===== src/rtl/keypad_if.sv =====
// Keypad matrix lines and decoded key outputs.
// master = scanner side, slave = keypad/consumer side.
interface keypad_if;
    logic [3:0] row;
    logic [3:0] col;
    logic [3:0] key_code;
    logic       key_valid;
    logic       key_down;

    modport master (
        input  row,
        output col, key_code, key_valid, key_down
    );
    modport slave (
        output row,
        input  col, key_code, key_valid, key_down
    );
endinterface


===== src/rtl/keypad_scan_4x4.sv =====
// 4x4 matrix keypad scanner with debounced press and release.
// One key code is reported per accepted press.
module keypad_scan_4x4 #(
    parameter int SCAN_DIV = 100000,
    parameter int DEBOUNCE = 4
) (
    input  logic     clk,
    input  logic     rst_n,
    keypad_if.master kp
);
    localparam int CW = (SCAN_DIV > 2) ? $clog2(SCAN_DIV) : 1;
    localparam logic [CW-1:0] CNT_MAX = CW'(SCAN_DIV - 1);
    localparam logic [3:0] DB_N = 4'(DEBOUNCE);

    localparam logic [1:0] ST_SCAN = 2'd0;
    localparam logic [1:0] ST_DEB  = 2'd1;
    localparam logic [1:0] ST_HELD = 2'd2;

    logic [CW-1:0] cnt_q, cnt_d;
    logic [3:0]    sync_q, sync_d;
    logic [3:0]    rs_q, rs_d;
    logic [1:0]    col_idx_q, col_idx_d;
    logic [1:0]    state_q, state_d;
    logic [3:0]    pend_q, pend_d;
    logic [3:0]    db_cnt_q, db_cnt_d;
    logic [3:0]    rel_cnt_q, rel_cnt_d;
    logic [3:0]    code_q, code_d;
    logic          valid_q, valid_d;
    logic          down_q, down_d;

    logic       tick;
    logic       hit;
    logic       acc;
    logic [1:0] row_idx;
    logic [3:0] cand;

    always_comb begin
        tick = (cnt_q == CNT_MAX);
        cnt_d = tick ? '0 : cnt_q + 1'b1;
        sync_d = kp.row;
        rs_d = sync_q;
        hit = (rs_q != 4'hF);
        // Lowest-numbered low row wins when several keys share a column.
        if (!rs_q[0])      row_idx = 2'd0;
        else if (!rs_q[1]) row_idx = 2'd1;
        else if (!rs_q[2]) row_idx = 2'd2;
        else               row_idx = 2'd3;
        cand = {row_idx, col_idx_q};

        col_idx_d = col_idx_q;
        state_d   = state_q;
        pend_d    = pend_q;
        db_cnt_d  = db_cnt_q;
        rel_cnt_d = rel_cnt_q;
        code_d    = code_q;
        valid_d   = 1'b0;
        down_d    = down_q;
        acc       = 1'b0;

        if (tick) begin
            unique case (state_q)
                ST_SCAN: begin
                    if (hit) begin
                        pend_d   = cand;
                        db_cnt_d = 4'd1;
                        if (DB_N == 4'd1) acc = 1'b1;
                        else state_d = ST_DEB;
                    end else begin
                        col_idx_d = col_idx_q + 2'd1;
                    end
                end
                ST_DEB: begin
                    if (hit && cand == pend_q) begin
                        db_cnt_d = db_cnt_q + 4'd1;
                        if (db_cnt_q + 4'd1 == DB_N) acc = 1'b1;
                    end else begin
                        state_d   = ST_SCAN;
                        col_idx_d = col_idx_q + 2'd1;
                    end
                end
                ST_HELD: begin
                    if (!hit) begin
                        rel_cnt_d = rel_cnt_q + 4'd1;
                        if (rel_cnt_q + 4'd1 == DB_N) begin
                            down_d    = 1'b0;
                            state_d   = ST_SCAN;
                            col_idx_d = col_idx_q + 2'd1;
                        end
                    end else begin
                        rel_cnt_d = 4'd0;
                    end
                end
                default: state_d = ST_SCAN;
            endcase
        end

        if (acc) begin
            code_d    = cand;
            valid_d   = 1'b1;
            down_d    = 1'b1;
            rel_cnt_d = 4'd0;
            state_d   = ST_HELD;
        end
    end

    always_ff @(posedge clk) begin
        if (!rst_n) begin
            cnt_q     <= '0;
            sync_q    <= 4'hF;
            rs_q      <= 4'hF;
            col_idx_q <= 2'd0;
            state_q   <= ST_SCAN;
            pend_q    <= 4'd0;
            db_cnt_q  <= 4'd0;
            rel_cnt_q <= 4'd0;
            code_q    <= 4'd0;
            valid_q   <= 1'b0;
            down_q    <= 1'b0;
        end else begin
            cnt_q     <= cnt_d;
            sync_q    <= sync_d;
            rs_q      <= rs_d;
            col_idx_q <= col_idx_d;
            state_q   <= state_d;
            pend_q    <= pend_d;
            db_cnt_q  <= db_cnt_d;
            rel_cnt_q <= rel_cnt_d;
            code_q    <= code_d;
            valid_q   <= valid_d;
            down_q    <= down_d;
        end
    end

    assign kp.col       = ~(4'b0001 << col_idx_q);
    assign kp.key_code  = code_q;
    assign kp.key_valid = valid_q;
    assign kp.key_down  = down_q;
endmodule


===== src/flat_wrapper.sv =====
// flat-port wrapper written by rule: the top's interface ports become plain ports
module keypad_scan_4x4_flat 
#(
    parameter int SCAN_DIV = 100000,
    parameter int DEBOUNCE = 4
)
  (clk, rst_n, kp_row, kp_col, kp_key_code, kp_key_valid, kp_key_down);
  keypad_if kp_i ();
  input  logic clk;
  input  logic rst_n;
  input wire logic [$bits(kp_i.row)-1:0] kp_row;
  output wire logic [$bits(kp_i.col)-1:0] kp_col;
  output wire logic [$bits(kp_i.key_code)-1:0] kp_key_code;
  output wire logic [$bits(kp_i.key_valid)-1:0] kp_key_valid;
  output wire logic [$bits(kp_i.key_down)-1:0] kp_key_down;
  assign kp_i.row = kp_row;
  assign kp_col = kp_i.col;
  assign kp_key_code = kp_i.key_code;
  assign kp_key_valid = kp_i.key_valid;
  assign kp_key_down = kp_i.key_down;
  keypad_scan_4x4 #(.SCAN_DIV(SCAN_DIV), .DEBOUNCE(DEBOUNCE)) u_core (.clk(clk), .rst_n(rst_n), .kp(kp_i));
endmodule

===== config.mk =====
export PLATFORM = sky130hd
export DESIGN_NAME = keypad_scan_4x4_flat
export DESIGN_NICKNAME = d
export VERILOG_FILES = /design/src/rtl/keypad_if.sv /design/src/rtl/keypad_scan_4x4.sv /design/src/flat_wrapper.sv
export SDC_FILE = /design/constraint.sdc
export NUM_CORES = 1
export LEC_CHECK = 0
export ABC_CLOCK_PERIOD_IN_PS = 2600
export CELL_PAD_IN_SITES_DETAIL_PLACEMENT = 1
export CELL_PAD_IN_SITES_GLOBAL_PLACEMENT = 2
export CORE_AREA = 2 2 63 125
export DETAILED_ROUTE_END_ITERATION = 12
export DIE_AREA = 0 0 65 127
export GPL_TIMING_DRIVEN = 0
export PLACE_DENSITY = 0.62
export SLEW_MARGIN = 20
export SYNTH_ARGS = -nofsm -noshare
export SYNTH_HDL_FRONTEND = slang
export SYNTH_SLANG_ARGS = --single-unit
export TNS_END_PERCENT = 1

===== constraint.sdc =====
create_clock -name clk -period 2.6 [get_ports clk]
set_clock_uncertainty 0.15 [all_clocks]
set_input_delay 0.26 -clock clk [delete_from_list [all_inputs] [get_ports clk]]
set_output_delay 0.26 -clock clk [all_outputs]
set_load 0.01 [all_outputs]

=== Word-level counts from Yosys, hierarchy flattened ===
Index checks and enable logic that the tools add are counted.

* Flip-flop bits (word level): 47
* Input port bits: 6
* Word-level logic and storage cells: 82

* $add $sub $neg: 4
* Eq/ne operators: 18
* Shift operators: 1
* Muxes and demuxes: 29
* Bitwise logic cells: 2
* Reduce and logical (&&, ||, !) cells: 16

{| class="wikitable"
|+ Operator list
! cell !! count
|-
| 2-to-1 mux 2 bit || 12
|-
| adder 17 x 1 -> 17 bit (second input constant) || 1
|-
| == test 17 bit (second input constant) || 1
|-
| 2-to-1 mux 4 bit || 3
|-
| case mux 2 bit (3 select lines) || 2
|-
| 2-to-1 mux 1 bit || 11
|-
| AND reduction 5 bit || 2
|-
| adder 4 x 1 -> 4 bit (second input constant) || 2
|-
| == test 4 x 3 -> 1 bit (second input constant) || 2
|-
| inequality test 2 bit (second input constant) || 4
|-
| case mux 4 bit (2 select lines) || 1
|-
| AND reduction 4 bit || 2
|-
| nonzero test 2 bit || 4
|-
| inequality test 2 x 1 -> 1 bit (second input constant) || 3
|-
| inequality test 3 x 1 -> 1 bit (second input constant) || 2
|-
| AND reduction 6 bit || 1
|-
| == test 4 bit || 1
|-
| inequality test 4 bit (second input constant) || 1
|-
| inverter 4 bit || 1
|-
| OR reduction 2 bit || 2
|-
| << shifter 1 x 2 -> 4 bit (first input constant) || 1
|-
| inequality test 3 x 2 -> 1 bit (second input constant) || 1
|-
| inequality test 3 bit (second input constant) || 1
|-
| AND reduction 3 bit || 1
|-
| other kinds (8) || 8
|}

=== Longest topological paths before layout ===
Gate-level depths: netlist of run 1.

* Word-level depth: 10
* Gate-level depth with buffers: 7
* Depth with buffers taken out: 7

=== Worst setup path before layout of run 1 ===
No wires, ideal clock.

* Path type: reg-to-reg
* Start: register u_core.cnt_q[0]
* End: register u_core.pend_q[2]
* Setup time: 0.066 ns
* Data arrival time: 1.781 ns
* Required time: 2.384 ns
* Slack: 0.603 ns
* Stages on the path, launching flop included: 8
* Path buffers: 0
* Clock period less this slack: 1.997 ns
* Path through: dfxtp_1 ha_1 and3_1 and4_1 nand2_2 nor3_2 mux2_1 nor2_1

* Longest elaborated chain between the ends: 2

{| class="wikitable"
|+ RTL lines
! element !! line !! text
|-
| start, declared || keypad_scan_4x4.sv:19 || <nowiki>logic [CW-1:0] cnt_q, cnt_d;</nowiki>
|-
| start signal, assigned || keypad_scan_4x4.sv:120 || <nowiki>cnt_q <= cnt_d;</nowiki>
|-
| == test 17 bit || keypad_scan_4x4.sv:38 || <nowiki>tick = (cnt_q == CNT_MAX);</nowiki>
|-
| AND reduction 3 bit (no line) || n/a ||
|-
| end signal, assigned || keypad_scan_4x4.sv:125 || <nowiki>pend_q <= pend_d;</nowiki>
|-
| end, declared || keypad_scan_4x4.sv:24 || <nowiki>logic [3:0] pend_q, pend_d;</nowiki>
|}

No other way between the ends.
A chain may end at the register's enable or synchronous reset.

=== Worst setup path in the final report of run 1 ===
* Start: register u_core.state_q[1]
* End: register u_core.state_q[1]

* Longest elaborated chain between the ends: 5

{| class="wikitable"
|+ RTL lines
! element !! line !! text
|-
| start, declared || keypad_scan_4x4.sv:23 || <nowiki>logic [1:0] state_q, state_d;</nowiki>
|-
| start signal, assigned || keypad_scan_4x4.sv:124 || <nowiki>state_q <= state_d;</nowiki>
|-
| == test 2 x 1 -> 1 bit || keypad_scan_4x4.sv:61 || <nowiki>unique case (state_q)</nowiki>
|-
| 2-to-1 mux 1 bit || keypad_scan_4x4.sv:61 ||
|-
| 2-to-1 mux 1 bit || keypad_scan_4x4.sv:60 || <nowiki>if (tick) begin</nowiki>
|-
| inequality test 3 bit (no line) (tied with other cells) || n/a ||
|-
| AND reduction 5 bit (no line) || n/a ||
|}

Several ways; a longest one is shown, not always the timed one. The select of a mux whose other input is x is not followed.

==> metrics.txt, run 1 <==
outcome=complete, no violations; Max Slew Vio Count=0; CTS buffer count=5; layout cells sized above 1=0.0656; Vias/cell=4.94; die height=127 um; Layout area overhead=19.4%; maximum fanout along the worst path=6; gpl congestion=0.702; CP Capture Point=u_core.state_q[1]$_SDFFE_PN0P_; CTS tree=done; RR Endpoint=u_core.state_q[1]$_SDFFE_PN0P_; most frequent cell after synthesis=dfxtp_1; die footprint=8260 sq um; worst r2r src=u_core.state_q[1]$_SDFFE_PN0P_; drt total wl=5230 um; Top Ports=16; Seq/Total Area, Yosys=0.438; Initial Util=0.298; DP Area=2410 sq um; crit start category=flop; Hold Crit Class=flop to flop; Synth async-reset ratio=0; worst setup path class=flop to flop; Total Power=1.47 mW; largest net degree at the start of global routing=16; period utilization=0.901; Highest Clock Rate=0.427 GHz; overall routing resource usage=0.141; DRC viols=0; post-DP HPWL=4140 um; clock-pin slew on the worst setup and hold paths=70 ps; endpoints failing setup=0; CTS Buffer Depth=2; P_leak=0.937 nW; PwrDens=573 nW/um^2; Final Hold Fails=0; synth top area cells=dfxtp_1 44%, ha_1 6.4%, nor2_1 4.9%, xor2_1 3.7%, nand2_1 3.1%; number of global-route vias before repair=1807; number of diodes=0; Crit. Startpoint=u_core.state_q[1]$_SDFFE_PN0P_; clk root buf=clkbuf_16; WHS=258 ps; # hold bufs at CTS=0; Cell Rows=44; PostCTS Resize Cnt=0; nets=275; GRT overflow=0; setup_tns=0 ps; Yosys cell types=42; Clock Latency Late Sink=290 ps; drt wl/cell=14.9 um; CP arrival=2410 ps; Sink Count=47; 1st-pass router iterations=4; maxcap violations=0; R2R Setup Slk=260 ps; DRT antenna net count=0; post-synthesis cell area=2150 sq um; Worst setup EP type=flop; H-Tree Depth=2; Post-synth EDFFs=0; Ys Warns=0; ys flop type=dfxtp_1; Gate Count Post-Synth=237; RSZ-0062 raised after global routing=no; Avg Cell Area, Syn=9.06 sq um; core area=7210 sq um; final core utilization=0.356; first-pass GRT wire length=8760 um; DRT iter0 DRCs=38; share of the synthesized area in the top cell type=0.438; Post-Synthesis Net Count=254; post-CTS setup buffer count=0; Slew headroom=0.613; Crit path required time=2660 ps; final instance area=2560 sq um; post-synthesis register bit count=47; chip width=65 um; most frequent cells after synthesis=47 x dfxtp_1, 28 x nor2_1, 18 x nand2_1; Port Buffers=15; largest area contributor in the netlist=dfxtp_1; antenna violations before repair=0; vias=1734; Worst-Margin Slew=578 ps; R2R depth=7; maximum vdd drop=0.000400 V; Period minus WS final=2340 ps
-- final cells by class --
cell class	count	area, sq um
fillers	849	4650
multi-input cells	169	1130
flip-flops and latches	47	941
repair buffers	15	150
clock buffers	6	139
well taps	92	115
inverters	17	63.8
clock inverters	2	16.3
plain buffers	3	12.5
-- sequential cells by signal (all words and copies together), names as in the netlist --
name and count:
u_core.rs_q 4, u_core.kp.key_down 1, u_core.rs_d 4, u_core.cnt_q 17, u_core.state_q 2, u_core.db_cnt_q 4
u_core.rel_cnt_q 4, u_core.pend_q 4, u_core.kp.key_code 4, u_core.kp.key_valid 1, u_core.col_idx_q 2
-- cell families after synthesis --
kind of cell | after synthesis | share of synthesized area
xor+xnor | 17 | 0.0728
buf+inv | 21 | 0.0373
mux | 6 | 0.0291
simple gates | 102 | 0.253
flops | 47 | 0.438
compound gates | 33 | 0.105
fa+ha+maj | 11 | 0.0641
-- worst max-delay path: stages (launching register included) --
cell and delay [ps]:
dfxtp_1 330, inv_1 110, ha_1 290, nand4_1 160
nor2_2 290, and2_1 320, nand4_1 330, o211ai_1 280
-- where the power goes --
group | internal [mW] | switching, mW | total [mW]
Clock | 0.385 | 0.293 | 0.677
Combinational | 0.0218 | 0.0357 | 0.0575
Sequential | 0.729 | 0.00604 | 0.735
Total | 1.14 | 0.335 | 1.47
-- worst min path at each step --
stage / from / to / slack [ps] / depth (start not counted)
3_3_place_gp: u_core.rs_d[2]$_SDFF_PN1_ / u_core.rs_q[2]$_SDFF_PN1_ / 240 / 1
3_5_place_dp: u_core.rs_d[0]$_SDFF_PN1_ / u_core.rs_q[0]$_SDFF_PN1_ / 250 / 1
6_report: u_core.rs_d[0]$_SDFF_PN1_ / u_core.rs_q[0]$_SDFF_PN1_ / 260 / 1
2_1_floorplan: kp_row[0] / u_core.rs_d[0]$_SDFF_PN1_ / 210 / 1
4_1_cts: u_core.rs_d[0]$_SDFF_PN1_ / u_core.rs_q[0]$_SDFF_PN1_ / 260 / 1
5_1_grt: u_core.rs_d[0]$_SDFF_PN1_ / u_core.rs_q[0]$_SDFF_PN1_ / 300 / 1
-- metrics by stage --
| stage | setup slack (ps) | instances |
|---|---|---|
| 3_3_place_gp | 179 | 344 |
| 6_report | 257 | 351 |
| 4_1_cts | 162 | 352 |
| 5_1_grt | 70.5 | 351 |
| 3_5_place_dp | 170 | 344 |
| 2_1_floorplan | 603 | 237 |
-- cells in the final DEF, fill, tap and decap left out, types with 3 or more instances in the layout --
cell type and instances:
dfxtp_1 47, nor2_1 28, nand2_1 18, clkdlybuf4s50_1 15
inv_1 14, ha_1 11, nand4_1 10, a21oi_1 9
nand2b_1 9, xor2_1 9, xnor2_1 7, nand3_1 7
o21ai_0 6, or3_1 5, clkbuf_16 5, and3_1 4
and4_1 4, mux2i_1 4, o211ai_1 4, o2bb2ai_1 4
clkinv_1 3, or4_1 3, a31oi_1 3
-- layer usage --
| layer | up-vias | GRT usage | wire, um |
|---|---|---|---|
| li1 | 861 | - | - |
| met1 | 849 | 0.126 | 1880 |
| met2 | 15 | 0.283 | 3130 |
| met3 | 9 | 0.0290 | 89 |
| met4 | 0 | 0.0676 | 132 |
| met5 | - | 0 | 0 |
(Power assumes the default switching activity.)
==> inputs of run 2 (changes only) <==
--- a/config.mk
+++ b/config.mk
@@ -5,14 +5,15 @@
 export SDC_FILE = /design/constraint.sdc
 export NUM_CORES = 1
 export LEC_CHECK = 0
+export ABC_AREA = 1
 export ABC_CLOCK_PERIOD_IN_PS = 2600
 export CELL_PAD_IN_SITES_DETAIL_PLACEMENT = 1
 export CELL_PAD_IN_SITES_GLOBAL_PLACEMENT = 2
-export CORE_AREA = 2 2 63 125
+export CORE_AREA = 2 2 67 132
 export DETAILED_ROUTE_END_ITERATION = 12
-export DIE_AREA = 0 0 65 127
+export DIE_AREA = 0 0 69 134
 export GPL_TIMING_DRIVEN = 0
-export PLACE_DENSITY = 0.62
+export PLACE_DENSITY = 0.65
 export SLEW_MARGIN = 20
 export SYNTH_ARGS = -nofsm -noshare
 export SYNTH_HDL_FRONTEND = slang
==> metrics.txt, run 2 <==
outcome=complete, no violations; post-route non-filler standard cell count=450 (+28%); PostCTS Resize Cnt=0 (unchanged); WHS=267 ps (+8.91 ps); Synth async-reset ratio=0 (unchanged); ys flop type=dfxtp_1; Hold Path Depth=1 (unchanged); number of diodes=0 (unchanged); DP Cell Count=442 (+28%); Post-Synthesis Net Count=346 (+36%); endpoints failing setup=0 (unchanged); vias=2048 (+18%); PnR worst setup slack=559 ps (+302 ps); Max Slew Vio Count=0 (unchanged); Multi-input gate area=1240 sq um (+9.9%); synth top area cells=dfxtp_1 39%, nand2_1 10%, inv_1 7.7%, nor2_1 7.4%, ha_1 5.8%; layout cells sized above 1=0.131 (+0.0650); GRT overflow=0 (unchanged); die footprint=9250 sq um (+12%); RR Endpoint=u_core.cnt_q[12]$_SDFF_PP0_; PwrDens=550 nW/um^2 (-4.1%); Port Buffers=15 (unchanged); Vias/cell=4.55 (-7.9%); most frequent cells in the layout=64 x nand2_1, 49 x inv_1, 47 x nor2_1, 47 x dfxtp_1, 18 x a21oi_1; clk root buf=clkbuf_16; Total Power=1.56 mW (+6.0%); Seq/Total Area, Yosys=0.394 (-0.0443); post-synthesis register bit count=47 (unchanged); CP max-delay cell=clkdlybuf4s50_1; number of global-route vias before repair=2223 (+23%); DP Area=2660 sq um (+10%); drt total wl=6300 um (+20%); Slew headroom=0.630 (+0.0166); Gate Count Post-Synth=329 (+39%); post-CTS setup buffer count=0 (unchanged); worst r2r src=u_core.cnt_q[0]$_SDFF_PP0_; CTS tree=done; # hold bufs at CTS=0 (unchanged); gpl congestion=0.760 (+8.2%); Critical Path, Cell by Cell=inv_1, ha_1, inv_1, clkdlybuf4s50_1; Yosys cell types=29 (-31%); first-pass GRT wire length=10500 um (+20%); clock-pin slew on the worst setup and hold paths=70 ps (about the same); Avg Cell Area, Syn=7.26 sq um (-20%); most frequent cells after synthesis=64 x nand2_1, 49 x inv_1, 47 x dfxtp_1, 47 x nor2_1, 18 x a21oi_1; die height=134 um (+5.5%); Cell Rows=47 (+6.8%); final instance area=2830 sq um (+10%); share of the synthesized area in the top cell type=0.394 (-0.0443); maximum vdd drop=0.000491 V (+23%); most frequent CP cell=inv_1; Hold Crit Class=flop to flop; CTS Buffer Depth=2 (unchanged); CP arrival=1630 ps (-780 ps); Sink Count=47 (unchanged); Post-synth EDFFs=0 (unchanged); Register Area=941 sq um (unchanged); largest net degree at the start of global routing=17 (+1); post-DP HPWL=5090 um (+23%); Top Ports=16 (unchanged); final core utilization=0.344 (-0.0114); R2R depth=9 (+2); R2R Setup Slk=670 ps (+410 ps); Clock Latency Late Sink=300 ps (about the same); Most flops, register=u_core.cnt_q; most frequent cell after synthesis=nand2_1; nets=368 (+34%); Crit path required time=2190 ps (-470 ps); Worst-Margin Slew=556 ps (-22.4 ps); P_leak=1.12 nW (+20%); max incr delay on CP=520 ps (+190 ps); Final Hold Fails=0 (unchanged); Place WS=505 ps (+335 ps); Worst setup EP type=output port; core area=8230 sq um (+14%); antenna violations before repair=0 (unchanged); DRT iter0 DRCs=42 (+11%); max reg flops=17 (unchanged); maximum fanout along the worst path=5 (-1); H-Tree Depth=2 (unchanged); worst setup path class=flop to output port; Highest Clock Rate=0.490 GHz (+15%); DRC viols=0 (unchanged); DRT antenna net count=0 (unchanged); 1st-pass router iterations=4 (unchanged); Ys Warns=0 (unchanged); setup_tns=0 ps (unchanged); Period minus WS final=2040 ps (-302 ps); overall routing resource usage=0.147 (+0.00600); drt wl/cell=14.0 um (-6.1%); maxcap violations=0 (unchanged); hold_sp=u_core.rs_d[3]$_SDFF_PN1_; hold path endpoint=u_core.rs_q[3]$_SDFF_PN1_; period utilization=0.785 (-0.116); largest area contributor in the netlist=dfxtp_1; most common cell after layout, fill and taps aside=nand2_1; Initial Util=0.290 (-0.00761); Layout area overhead=18.6%; CTS buffer count=5 (unchanged); chip width=69 um (+6.2%); RSZ-0062 raised after global routing=no; FILL cells=1043 (+23%); post-synthesis cell area=2390 sq um (+11%); crit start category=flop
[run 2: changes by cell type after synthesis, sizes merged, moves of 5 or more]
cell / previous run / this run
nand2b: 9 / 0
a21oi: 9 / 18
nand2: 19 / 70
xnor2: 8 / 1
nand3: 8 / 20
nor2: 29 / 56
xor2: 9 / 4
or3: 5 / 0
or2: 0 / 11
inv: 14 / 52
o21ai: 8 / 17
[run 2: critical path, delay by kind of cell (launching register included)]
kind,cells,cell delay (ps)
adder cells (fa/ha/maj),1,200
buffers and inverters,3,710
flip-flops,1,430
[run 2: layer usage]
layer | part of all wire | GRT usage
met1 | 0.35 | 0.131
met2 | 0.61 | 0.311
met3 | 0.015 | 0.0203
met4 | 0.019 | 0.0621
met5 | 0 | 0
[run 2: logic make-up (layout without fill, tap and decap cells)]
group,after synthesis,count (layout),share of synthesized area
AO/OA/AOI/OAI,37,37,0.0796
XOR/XNOR,5,5,0.0183
adder cells (fa/ha/maj),11,11,0.0576
buffers and inverters,55,78,0.0880
flip-flops,47,47,0.394
AND/OR/NAND/NOR,174,174,0.363
[run 2: final cells by class]
| cell class | instances | area share |
|---|---|---|
| clock buffers | 5 | 0.0442 |
| inverters | 52 | 0.0689 |
| well taps | 98 | 0.0433 |
| repair buffers | 15 | 0.0530 |
| multi-input cells | 227 | 0.437 |
| plain buffers | 3 | 0.00530 |
| flip-flops and latches | 47 | 0.332 |
| clock inverters | 3 | 0.0163 |
[run 2: where the power goes]
group	total, mW	leakage (nW)	switching (mW)	internal, mW
combinational	0.0596	0.660	0.0376	0.0219
clock	0.764	0.0804	0.307	0.458
sequential	0.734	0.381	0.00505	0.729
[run 2: worst max path at each step]
stage | end | cells after the start | slack [ps] | from
floorplan | u_core.cnt_q[12]$_SDFF_PP0_ | 9 | 980 | u_core.cnt_q[0]$_SDFF_PP0_
global placement | u_core.kp.key_code[3]$_SDFFE_PN0P_ | 4 | 510 | rst_n
detailed placement | u_core.kp.key_code[0]$_SDFFE_PN0P_ | 4 | 500 | rst_n
CTS | kp_col[0] | 4 | 520 | u_core.col_idx_q[0]$_SDFFE_PN0P_
global route | u_core.db_cnt_q[3]$_SDFFE_PN0P_ | 9 | 430 | u_core.state_q[1]$_SDFFE_PN0P_
finish | kp_col[0] | 4 | 560 | u_core.col_idx_q[1]$_SDFFE_PN0P_
